File: src/rtl/icache_fill_pkg.sv
`default_nettype none
// +----------------------------------------------------------------------------+
// | icache_fill_pkg                                                            |
// | Shared constants, types and helpers for the icache miss-fill engine.       |
// | Revision: 1.0                                                              |
// +----------------------------------------------------------------------------+
package icache_fill_pkg;

  typedef logic [31:0] addr_t;
  typedef logic [31:0] word_t;
  typedef logic [7:0]  byte_t;
  typedef logic [2:0]  cnt_t;

  localparam logic [1:0] ST_IDLE  = 2'd0;
  localparam logic [1:0] ST_LO    = 2'd1;
  localparam logic [1:0] ST_HI    = 2'd2;
  localparam logic [1:0] ST_WRITE = 2'd3;

  localparam logic [1:0] RVC_FULL_OP = 2'b11;

  // Byte positions inside the fill buffer.
  localparam logic [1:0] BYTE_B0 = 2'd0;
  localparam logic [1:0] BYTE_B1 = 2'd1;
  localparam logic [1:0] BYTE_B2 = 2'd2;
  localparam logic [1:0] BYTE_B3 = 2'd3;

  // Issue limits and last-byte receive counts for each half.
  localparam cnt_t CNT_LO_END  = 3'd2;
  localparam cnt_t CNT_HI_END  = 3'd4;
  localparam cnt_t CNT_LAST_LO = 3'd1;
  localparam cnt_t CNT_LAST_HI = 3'd3;

  localparam addr_t HALF_MASK = 32'hFFFF_FFFE;

  typedef struct packed {
    logic  is_c;
    addr_t addr;
    word_t inst;
  } wr_beat_t;

  function automatic logic is_rvc(input byte_t b0);
    return b0[1:0] != RVC_FULL_OP;
  endfunction

  function automatic word_t assemble_inst(input byte_t b0, input byte_t b1,
                                          input byte_t b2, input byte_t b3,
                                          input logic is_c);
    return is_c ? {16'h0000, b1, b0} : {b3, b2, b1, b0};
  endfunction

endpackage
`default_nettype wire

File: src/rtl/icache_fill_if.sv
`default_nettype none
// +----------------------------------------------------------------------------+
// | icache_fill_if                                                             |
// | Fetch miss handshake, byte-read memory port and icache write port.         |
// | Revision: 1.0                                                              |
// +----------------------------------------------------------------------------+
interface icache_fill_if;
  import icache_fill_pkg::*;

  logic  miss_valid;
  addr_t miss_addr;
  logic  miss_ready;
  logic  fill_done;

  logic  mem_req;
  addr_t mem_addr;
  logic  mem_gnt;
  logic  mem_rvalid;
  byte_t mem_rdata;

  logic  wr_ready;
  logic  wr_is_c;
  addr_t wr_addr;
  word_t wr_inst;

  modport master (
    input  miss_valid, miss_addr, mem_gnt, mem_rvalid, mem_rdata,
    output miss_ready, fill_done, mem_req, mem_addr,
           wr_ready, wr_is_c, wr_addr, wr_inst
  );

  modport slave (
    output miss_valid, miss_addr, mem_gnt, mem_rvalid, mem_rdata,
    input  miss_ready, fill_done, mem_req, mem_addr,
           wr_ready, wr_is_c, wr_addr, wr_inst
  );

endinterface
`default_nettype wire

File: src/rtl/icache_fill.sv
`default_nettype none
// +----------------------------------------------------------------------------+
// | icache_fill                                                                |
// | Byte-serial icache miss fill with RVC detection (ICACHE_FILL_RVC_EN).      |
// | Revision: 1.0                                                              |
// +----------------------------------------------------------------------------+
module icache_fill
  import icache_fill_pkg::*;
(
  input  logic          clk_in,
  input  logic          rst_in,
  input  logic          rdy_in,
  input  logic          flush,
  icache_fill_if.master bus
);

  logic [1:0] r_state;
  addr_t      r_base;
  cnt_t       r_issue;
  cnt_t       r_rcv;
  byte_t      r_bytes [4];
  logic       r_inflight;
  logic       r_is_c;

  logic       w_busy;
  logic       w_idle_ready;
  logic       w_accept;
  logic       w_req;
  logic       w_rx;
  logic       w_lo_done;
  logic       w_hi_done;
  logic       w_rvc;
  cnt_t       w_issue_lim;
  wr_beat_t   w_beat;

  assign w_busy       = (r_state == ST_LO) || (r_state == ST_HI);
  // A byte granted last cycle may still land; hold off new misses until it has.
  assign w_idle_ready = rdy_in && (r_state == ST_IDLE) && !r_inflight;
  assign w_accept     = w_idle_ready && bus.miss_valid && !flush;
  assign w_issue_lim  = (r_state == ST_LO) ? CNT_LO_END : CNT_HI_END;
  assign w_req        = rdy_in && w_busy && (r_issue < w_issue_lim);
  assign w_rx         = w_busy && bus.mem_rvalid;
  assign w_lo_done    = (r_state == ST_LO) && w_rx && (r_rcv == CNT_LAST_LO);
  assign w_hi_done    = (r_state == ST_HI) && w_rx && (r_rcv == CNT_LAST_HI);

`ifdef ICACHE_FILL_RVC_EN
  // Byte 0 is already buffered by the time byte 1 arrives.
  assign w_rvc = is_rvc(r_bytes[BYTE_B0]);
`else
  assign w_rvc = 1'b0;
`endif

  always_ff @(posedge clk_in) begin
    if (!rst_in) begin
      r_state    <= ST_IDLE;
      r_base     <= '0;
      r_issue    <= '0;
      r_rcv      <= '0;
      r_inflight <= 1'b0;
      r_is_c     <= 1'b0;
      for (int i = 0; i < 4; i++) begin
        r_bytes[i] <= '0;
      end
    end else if (rdy_in) begin
      r_inflight <= bus.mem_gnt;
      if (flush) begin
        r_state <= ST_IDLE;
      end else begin
        case (r_state)
          ST_IDLE: begin
            if (w_accept) begin
              r_base  <= bus.miss_addr & HALF_MASK;
              r_issue <= '0;
              r_rcv   <= '0;
              r_state <= ST_LO;
            end
          end
          ST_LO, ST_HI: begin
            if (bus.mem_gnt) begin
              r_issue <= r_issue + 3'd1;
            end
            if (w_rx) begin
              r_bytes[r_rcv[1:0]] <= bus.mem_rdata;
              r_rcv               <= r_rcv + 3'd1;
            end
            if (w_lo_done) begin
              r_state <= w_rvc ? ST_WRITE : ST_HI;
              r_is_c  <= w_rvc;
            end else if (w_hi_done) begin
              r_state <= ST_WRITE;
              r_is_c  <= 1'b0;
            end
          end
          ST_WRITE: begin
            r_state <= ST_IDLE;
          end
          default: begin
            r_state <= ST_IDLE;
          end
        endcase
      end
    end
  end

  assign w_beat.is_c = r_is_c;
  assign w_beat.addr = r_base;
  assign w_beat.inst = assemble_inst(r_bytes[BYTE_B0], r_bytes[BYTE_B1],
                                     r_bytes[BYTE_B2], r_bytes[BYTE_B3], r_is_c);

  assign bus.miss_ready = w_idle_ready;
  assign bus.mem_req    = w_req;
  assign bus.mem_addr   = r_base + addr_t'(r_issue);
  // A flush landing on the write cycle cancels the strobe.
  assign bus.wr_ready   = rdy_in && (r_state == ST_WRITE) && !flush;
  assign bus.fill_done  = bus.wr_ready;
  assign bus.wr_is_c    = w_beat.is_c;
  assign bus.wr_addr    = w_beat.addr;
  assign bus.wr_inst    = w_beat.inst;

  a_gnt_needs_req: assert property (@(posedge clk_in) disable iff (!rst_in)
                                    bus.mem_gnt |-> bus.mem_req);

endmodule
`default_nettype wire

File: src/flat_wrapper.sv
// flat-port wrapper written by rule: the top's interface ports become plain ports
module icache_fill_flat import icache_fill_pkg::*;
  (clk_in, rst_in, rdy_in, flush, bus_miss_valid, bus_miss_addr, bus_mem_gnt, bus_mem_rvalid, bus_mem_rdata, bus_miss_ready, bus_fill_done, bus_mem_req, bus_mem_addr, bus_wr_ready, bus_wr_is_c, bus_wr_addr, bus_wr_inst);
  icache_fill_if bus_i ();
  input  logic clk_in;
  input  logic rst_in;
  input  logic rdy_in;
  input  logic flush;
  input wire logic [$bits(bus_i.miss_valid)-1:0] bus_miss_valid;
  input wire logic [$bits(bus_i.miss_addr)-1:0] bus_miss_addr;
  input wire logic [$bits(bus_i.mem_gnt)-1:0] bus_mem_gnt;
  input wire logic [$bits(bus_i.mem_rvalid)-1:0] bus_mem_rvalid;
  input wire logic [$bits(bus_i.mem_rdata)-1:0] bus_mem_rdata;
  output wire logic [$bits(bus_i.miss_ready)-1:0] bus_miss_ready;
  output wire logic [$bits(bus_i.fill_done)-1:0] bus_fill_done;
  output wire logic [$bits(bus_i.mem_req)-1:0] bus_mem_req;
  output wire logic [$bits(bus_i.mem_addr)-1:0] bus_mem_addr;
  output wire logic [$bits(bus_i.wr_ready)-1:0] bus_wr_ready;
  output wire logic [$bits(bus_i.wr_is_c)-1:0] bus_wr_is_c;
  output wire logic [$bits(bus_i.wr_addr)-1:0] bus_wr_addr;
  output wire logic [$bits(bus_i.wr_inst)-1:0] bus_wr_inst;
  assign bus_i.miss_valid = bus_miss_valid;
  assign bus_i.miss_addr = bus_miss_addr;
  assign bus_i.mem_gnt = bus_mem_gnt;
  assign bus_i.mem_rvalid = bus_mem_rvalid;
  assign bus_i.mem_rdata = bus_mem_rdata;
  assign bus_miss_ready = bus_i.miss_ready;
  assign bus_fill_done = bus_i.fill_done;
  assign bus_mem_req = bus_i.mem_req;
  assign bus_mem_addr = bus_i.mem_addr;
  assign bus_wr_ready = bus_i.wr_ready;
  assign bus_wr_is_c = bus_i.wr_is_c;
  assign bus_wr_addr = bus_i.wr_addr;
  assign bus_wr_inst = bus_i.wr_inst;
  icache_fill u_core (.clk_in(clk_in), .rst_in(rst_in), .rdy_in(rdy_in), .flush(flush), .bus(bus_i));
endmodule
File: config.mk
export PLATFORM = sky130hd
export DESIGN_NAME = icache_fill_flat
export DESIGN_NICKNAME = d
export VERILOG_FILES = /design/src/rtl/icache_fill_pkg.sv /design/src/rtl/icache_fill_if.sv /design/src/rtl/icache_fill.sv /design/src/flat_wrapper.sv
export SDC_FILE = /design/constraint.sdc
export NUM_CORES = 1
export LEC_CHECK = 0
export BUFFER_PORTS_ARGS = -buffer_cell sky130_fd_sc_hd__buf_2
export CORE_ASPECT_RATIO = 1.25
export CORE_UTILIZATION = 45
export CTS_CLUSTER_DIAMETER = 40
export DETAILED_ROUTE_END_ITERATION = 7
export PLACE_DENSITY_LB_ADDON = 0.2
export SYNTH_ARGS = -nofsm -noshare
export SYNTH_HDL_FRONTEND = slang
export SYNTH_SLANG_ARGS = --single-unit
File: constraint.sdc
create_clock -name clk_in -period 3.1 [get_ports clk_in]
set_input_delay 0.31 -clock clk_in [delete_from_list [all_inputs] [get_ports clk_in]]
set_output_delay 0.31 -clock clk_in [all_outputs]
set_load 0.005 [all_outputs]
==> run metrics, run 1 <==
Num CTS Buffers 9; Fin Setup TNS 0 ps; largest net degree at the start of global routing 37; asr flop ratio synth 0%; Post-Syn Instances 377; DR iter-0 viols 126; WP buf/inv 3; Post-CTS Setup Inserts 0; WP depth 9; Max-Cap Viols 0; Distinct cells, synth 45; Post-CTS Hold Fix Bufs 0; worst setup margin just under 300 ps; share of post-route cells with drive strength above 1 32.7%; PwrDens ~460 mW/mm^2; Pins Over Slew Limit 0; CTS H-tree depth 3; Mapped Avg Cell Area 9.64 um^2; Setup crit end kind primary output; R2R depth 5; DRT antenna net count 0; DR WL/cell around 13 um; #FFs+latches synth 72; Core Rows 36; Netlist Area Pre-Place 0.00363 mm^2; TritonCTS clock tree done; Fmax 357 MHz; detailed placement HPWL 6250 um; data arrival time of the critical path between 2000 and 2500 ps; Hold Fails Final Rpt 0; Ys Warns 0; VDD IR max between 0.3 and 0.4 mV; worst rel slew slack 51.6%; Root Driver clkbuf_8; DR vias 3132; Sink Count 72; GPL Wtd Cong 0.839; Slowest-stage cell, CP fa_1; Top delay family on crit path simple AND/OR/NAND/NOR gates; clk_lat worst skew 340 ps; CP peak stage delay 390 ps; crit path cell chain ha_1 > inv_1 > fa_1 > nand3b_1 > nor3_2 > buf_4 > nand4_1 > xnor2_1 > buf_2; die width 82.4 um; DR pass1 iterations 4; Top FF cell, synth dfxtp_1; CTS Buffer Depth 2; Min-Delay Path Depth 3; nets 580; num ports 148; clock skew 8.68 ps; Die ar. 0.00844 mm^2; status finished clean; crit path max fanout 10; number of synthesized flops with an enable pin 32; RSZ-0062 raised after global routing false; Worst setup SP type flop; first-pass GRT wire length 13400 um; GRT Residual Overflow 0; CP Class flop to primary output; DRC 0; Place WS 664 ps; number of global-route vias before repair about 2900; GR Util All Layers a little over a fifth; final setup vio count 0; total core area 0.00779 mm^2; Die H 102 um; Post-CTS Resized 0; PortBufs 144; Initial Util 46.6%; Final period util roughly 90%; Leakage 2.10 nW; Syn-to-layout area delta 29.0%; sequential area share after synthesis 48.5%; Via density 5.04; hold crit path type input port to flop; number of diodes 0; CTS clk-pin slew, worst paths roughly 80 ps; initial antenna violation count 0; WL final 8330 um; min cycle time layout 2800 ps; Crit path required time around 2800 ps; Least-Margin Pin Slew just over 700 ps
cell families after synthesis:
logic type / share of synthesized area (%)
AND/OR/NAND/NOR: 25.0
flip-flops: 48.5
AO/OA/AOI/OAI: 11.1
buffers and inverters: 3.79
XOR/XNOR: 6.99
adder cells (fa/ha/maj): 4.34
other: 0.103
multiplexers: 0.275
through the flow:
step / total power [W] / instance area, um^2 / cells / hold slack, ps / util (%)
floorplan: 0.00114 / 3640 / 378 / 440 / -
global placement: 0.00124 / 4430 / 605 / 452 / 56.9
detailed placement: 0.00124 / 4430 / 605 / 453 / 56.9
CTS: 0.00216 / 4690 / 621 / 201 / 60.1
global route: 0.00222 / 4690 / 621 / 196 / 60.1
finish: 0.00214 / 4690 / 621 / 215 / 60.1
power by group:
part / internal (W) / switching (W) / total (W) / leakage (nW)
clock network: 0.000561 / 0.000360 / 0.000921 / 0.123
registers: 0.00102 / 0.0000236 / 0.00104 / 0.654
logic: 0.0000837 / 0.0000928 / 0.000177 / 1.32
state kept, by name, indices dropped and copies added, names as in the netlist:
name	cells
u_core.r_issue	3
u_core.r_rcv	3
u_core.r_inflight	1
u_core.r_bytes	32
u_core.r_state	2
u_core.bus.wr_addr	31
synthesized netlist by cell type, types with 4 or more instances:
cell	n	area share, %
inv_1	13	1.3
ha_1	11	3.8
nor3_1	6	0.83
a21boi_1	4	0.83
dfxtp_1	40	22
and2_1	35	6.0
nand4_1	12	2.1
buf_2	5	0.69
clkbuf_1	8	0.83
nor2_1	7	0.72
nand2_1	77	8.0
nand3_1	14	1.9
a21oi_1	4	0.55
nand2b_1	6	1.0
buf_4	4	0.83
xnor2_1	26	6.3
a21boi_0	32	6.6
edfxtp_1	32	26
o21ai_0	5	0.69
worst reg2reg max path, stage by stage (launching register included):
cell and delay (ps):
dfxtp_1 390, inv_1 80, ha_1 390, nand4_1 140
nor3_1 580, nand2b_1 410
worst paths after layout:
check | slack [ps] | endpoint | start
worst max-delay path | 300 | bus_mem_addr[31] | u_core.r_issue[1]
worst min-delay path | 210 | u_core.bus.wr_addr[18] | bus_miss_addr[18]
worst max register to register | 760 | u_core.r_bytes[2][3] | u_core.r_state[0]
worst min register to register | 460 | u_core.r_rcv[2] | u_core.r_rcv[2]
per-layer routing:
| metal | routed length (um) | vias up | GRT usage, % |
|---|---|---|---|
| met1 | 3490 | 1448 | 24.5 |
| li1 | - | 1570 | - |
| met3 | 478 | 9 | 4.02 |
| met5 | 0 | - | 0 |
| met2 | 4250 | 105 | 36.1 |
| met4 | 114 | 0 | 10.4 |
placed cells by master (no fill, tap or decap), types with 5 or more instances in the layout:
cell type / n
nand2_1: 77
nor2_1: 7
xnor2_1: 26
a21boi_0: 32
nand2b_1: 6
clkbuf_8: 10
nand3_1: 14
buf_2: 144
inv_1: 13
ha_1: 11
and2_1: 35
nor3_1: 6
edfxtp_1: 32
buf_4: 6
nand4_1: 12
dfxtp_1: 40
o21ai_0: 5
layout make-up:
class / count / area [um^2]
fillers: 698 / 3110
flip-flops and latches: 72 / 1760
multi-input cells: 275 / 1740
repair buffers: 150 / 766
clock buffers: 10 / 138
well taps: 95 / 119
clock inverters: 6 / 115
inverters: 13 / 48.8
Note: power is estimated with default switching activity, not from simulation.
==> run 2: changes to the inputs <==
Settings changed: CORE_ASPECT_RATIO 1.25 to default.
==> run 2 against run 1 <==
  * Flip-flop and latch count unchanged
  * Non-clock buffer count increased by 1
  * Utilization increased by 0.35 points
  * Via count up 0.89%
  * Critical path depth stayed put
  * Routed wire length rose by 5.2%
  * First-iteration DRC count fell by 19%
  * Clock skew increased by 5.7 ps
  * Sequential power barely moved
  * Final cell count is 1.3% higher
  * Sequential share of layout area down 0.10 points
  * Total power up 0.35%
  * Largest cell class unchanged
==> run metrics, run 2 (synthesis gave the netlist of run 1 again) <==
DR iter-0 viols 102 (was 126); CTS H-tree depth 3 (unchanged); hold_sp bus_miss_addr[5] (was bus_miss_addr[18]); crit path cell chain ha_1 > inv_1 > fa_1 > nand3b_1 > nor3_2 > buf_4 > nand4_1 > xnor2_1 > buf_2 (unchanged); Max-Cap Viols 0 (unchanged); WL final 8760 um (was 8330 um); Syn-to-layout area delta 29.3% (was 29.0%); Via density 5.02 (was 5.04); data arrival time of the critical path 2490 ps (about the same); DRC 0 (unchanged); first-pass GRT wire length 13700 um (was 13400 um); hold endpoint u_core.bus.wr_addr[5] (was u_core.bus.wr_addr[18]); clock skew 14.4 ps (was 8.68 ps); most frequent cells in the layout buf_2, nand2_1, dfxtp_1 (unchanged); DR WL/cell 13.9 um (was 13.4 um); Worst setup SP type flop (unchanged); Top delay family on crit path simple AND/OR/NAND/NOR gates (unchanged); detailed placement HPWL 6390 um (was 6250 um); final core utilization 60.5% (was 60.1%); Least-Margin Pin Slew 649 ps (was 721 ps); setup slack, reg-to-reg 810 ps (was 760 ps); Post-CTS Resized 0 (unchanged); Pins Over Slew Limit 0 (unchanged); total core area 0.00777 mm^2 (was 0.00779 mm^2); Reg2Reg Launch Point u_core.r_state[0] (unchanged); GRT Residual Overflow 0 (unchanged); Fin Setup TNS 0 ps (unchanged); Die ar. 0.00844 mm^2 (about the same); Fmax 357 MHz (about the same); worst rel slew slack 56.4% (was 51.6%); TritonCTS clock tree done (unchanged); Post-CTS Setup Inserts 0 (unchanged); Sink Count 72 (unchanged); Min-Delay Path Depth 3 (unchanged); commonest non-fill, non-tap cell in the layout buf_2 (unchanged); clk_lat worst skew 340 ps (about the same); max reg flops 32 (unchanged); Core Rows 32 (was 36); DRT antenna net count 0 (unchanged); Crit path required time 2790 ps (about the same); Leakage 2.10 nW (about the same); final setup vio count 0 (unchanged); status finished clean (unchanged); DR pass1 iterations 4 (unchanged); Hold WS 209 ps (was 215 ps); die width 91.9 um (was 82.4 um); largest net degree at the start of global routing 32 (was 37); PwrDens 457 mW/mm^2 (was 456 mW/mm^2); min cycle time layout 2800 ps (about the same); Num CTS Buffers 9 (unchanged); reg2reg end u_core.r_bytes[1][6] (was u_core.r_bytes[2][3]); Slowest-stage cell, CP fa_1 (unchanged); VDD IR max 0.273 mV (was 0.318 mV); Hold Fails Final Rpt 0 (unchanged); GPL Wtd Cong 0.847 (was 0.839); Initial Util 46.8% (was 46.6%); Post-CTS Hold Fix Bufs 0 (unchanged); number of diodes 0 (unchanged); CP peak stage delay 400 ps (was 390 ps); filler cell count 720 (was 698); largest reg by FF count u_core.r_bytes (unchanged); Die H 91.9 um (was 102 um); number of global-route vias before repair 2862 (was 2874); Final period util 90.4% (about the same); crit path max fanout 10 (unchanged); CTS Buffer Depth 2 (unchanged); WP buf/inv 3 (unchanged); Root Driver clkbuf_8 (unchanged); PortBufs 144 (unchanged); R2R depth 5 (unchanged); RSZ-0062 raised after global routing false (unchanged); GR Util All Layers 20.8% (was 20.9%); Setup crit end kind primary output (unchanged); num ports 148 (unchanged); DR vias 3160 (was 3132); nets 581 (was 580); initial antenna violation count 0 (unchanged); CP Class flop to primary output (unchanged); CTS clk-pin slew, worst paths 80 ps (about the same); hold crit path type input port to flop (unchanged); share of post-route cells with drive strength above 1 32.8% (was 32.7%)
run 2: area by class of cell:
cell class,instances,area (um^2),share of cell area (%)
Inverter,13,48.8,1.04
Clock inverter,7,125,2.66
Clock buffer,9,124,2.64
Multi-Input combinational cell,275,1740,37.0
Timing Repair Buffer,151,773,16.5
Sequential cell,72,1760,37.5
Tap cell,102,128,2.72
run 2: through the flow:
step | power, W | area, um^2 | worst slack (ps) | cells
6_report | 0.00215 | 4700 | 299 | 629
5_1_grt | 0.00223 | 4700 | 62.1 | 629
4_1_cts | 0.00216 | 4700 | 308 | 629
3_5_place_dp | 0.00124 | 4450 | 692 | 613
3_3_place_gp | 0.00124 | 4450 | 732 | 613
2_1_floorplan | 0.00114 | 3640 | 844 | 378
run 2: where the power goes:
part           switching [W]  total [W]  internal, W
sequential         0.0000241    0.00104      0.00102
combinational      0.0000946   0.000178    0.0000836
clock               0.000381   0.000926     0.000545
run 2: worst max path at each step:
stage,slack [ps],cells past startpoint,start,endpoint
4_1_cts,310,9,u_core.r_issue[1],bus_mem_addr[29]
3_3_place_gp,730,9,u_core.r_issue[1],bus_mem_addr[27]
6_report,300,9,u_core.r_issue[1],bus_mem_addr[27]
2_1_floorplan,840,7,u_core.bus.wr_addr[1],bus_mem_addr[27]
3_5_place_dp,690,9,u_core.r_issue[1],bus_mem_addr[29]
5_1_grt,60,9,u_core.r_issue[1],bus_mem_addr[27]
run 2: worst min-delay path: stages:
cell and delay [ps]:
buf_2 90, nand2_1 40, a21boi_0 60
run 2: metal layers:
layer  vias to the layer above  global-route usage, %  part of all wire (%)
met5                         -                      0                     0
met4                         0                   6.90                   1.2
met3                        10                   4.56                   4.9
met2                        98                   34.9                    49
met1                      1479                   26.5                    44
li1                       1573                      -                     -
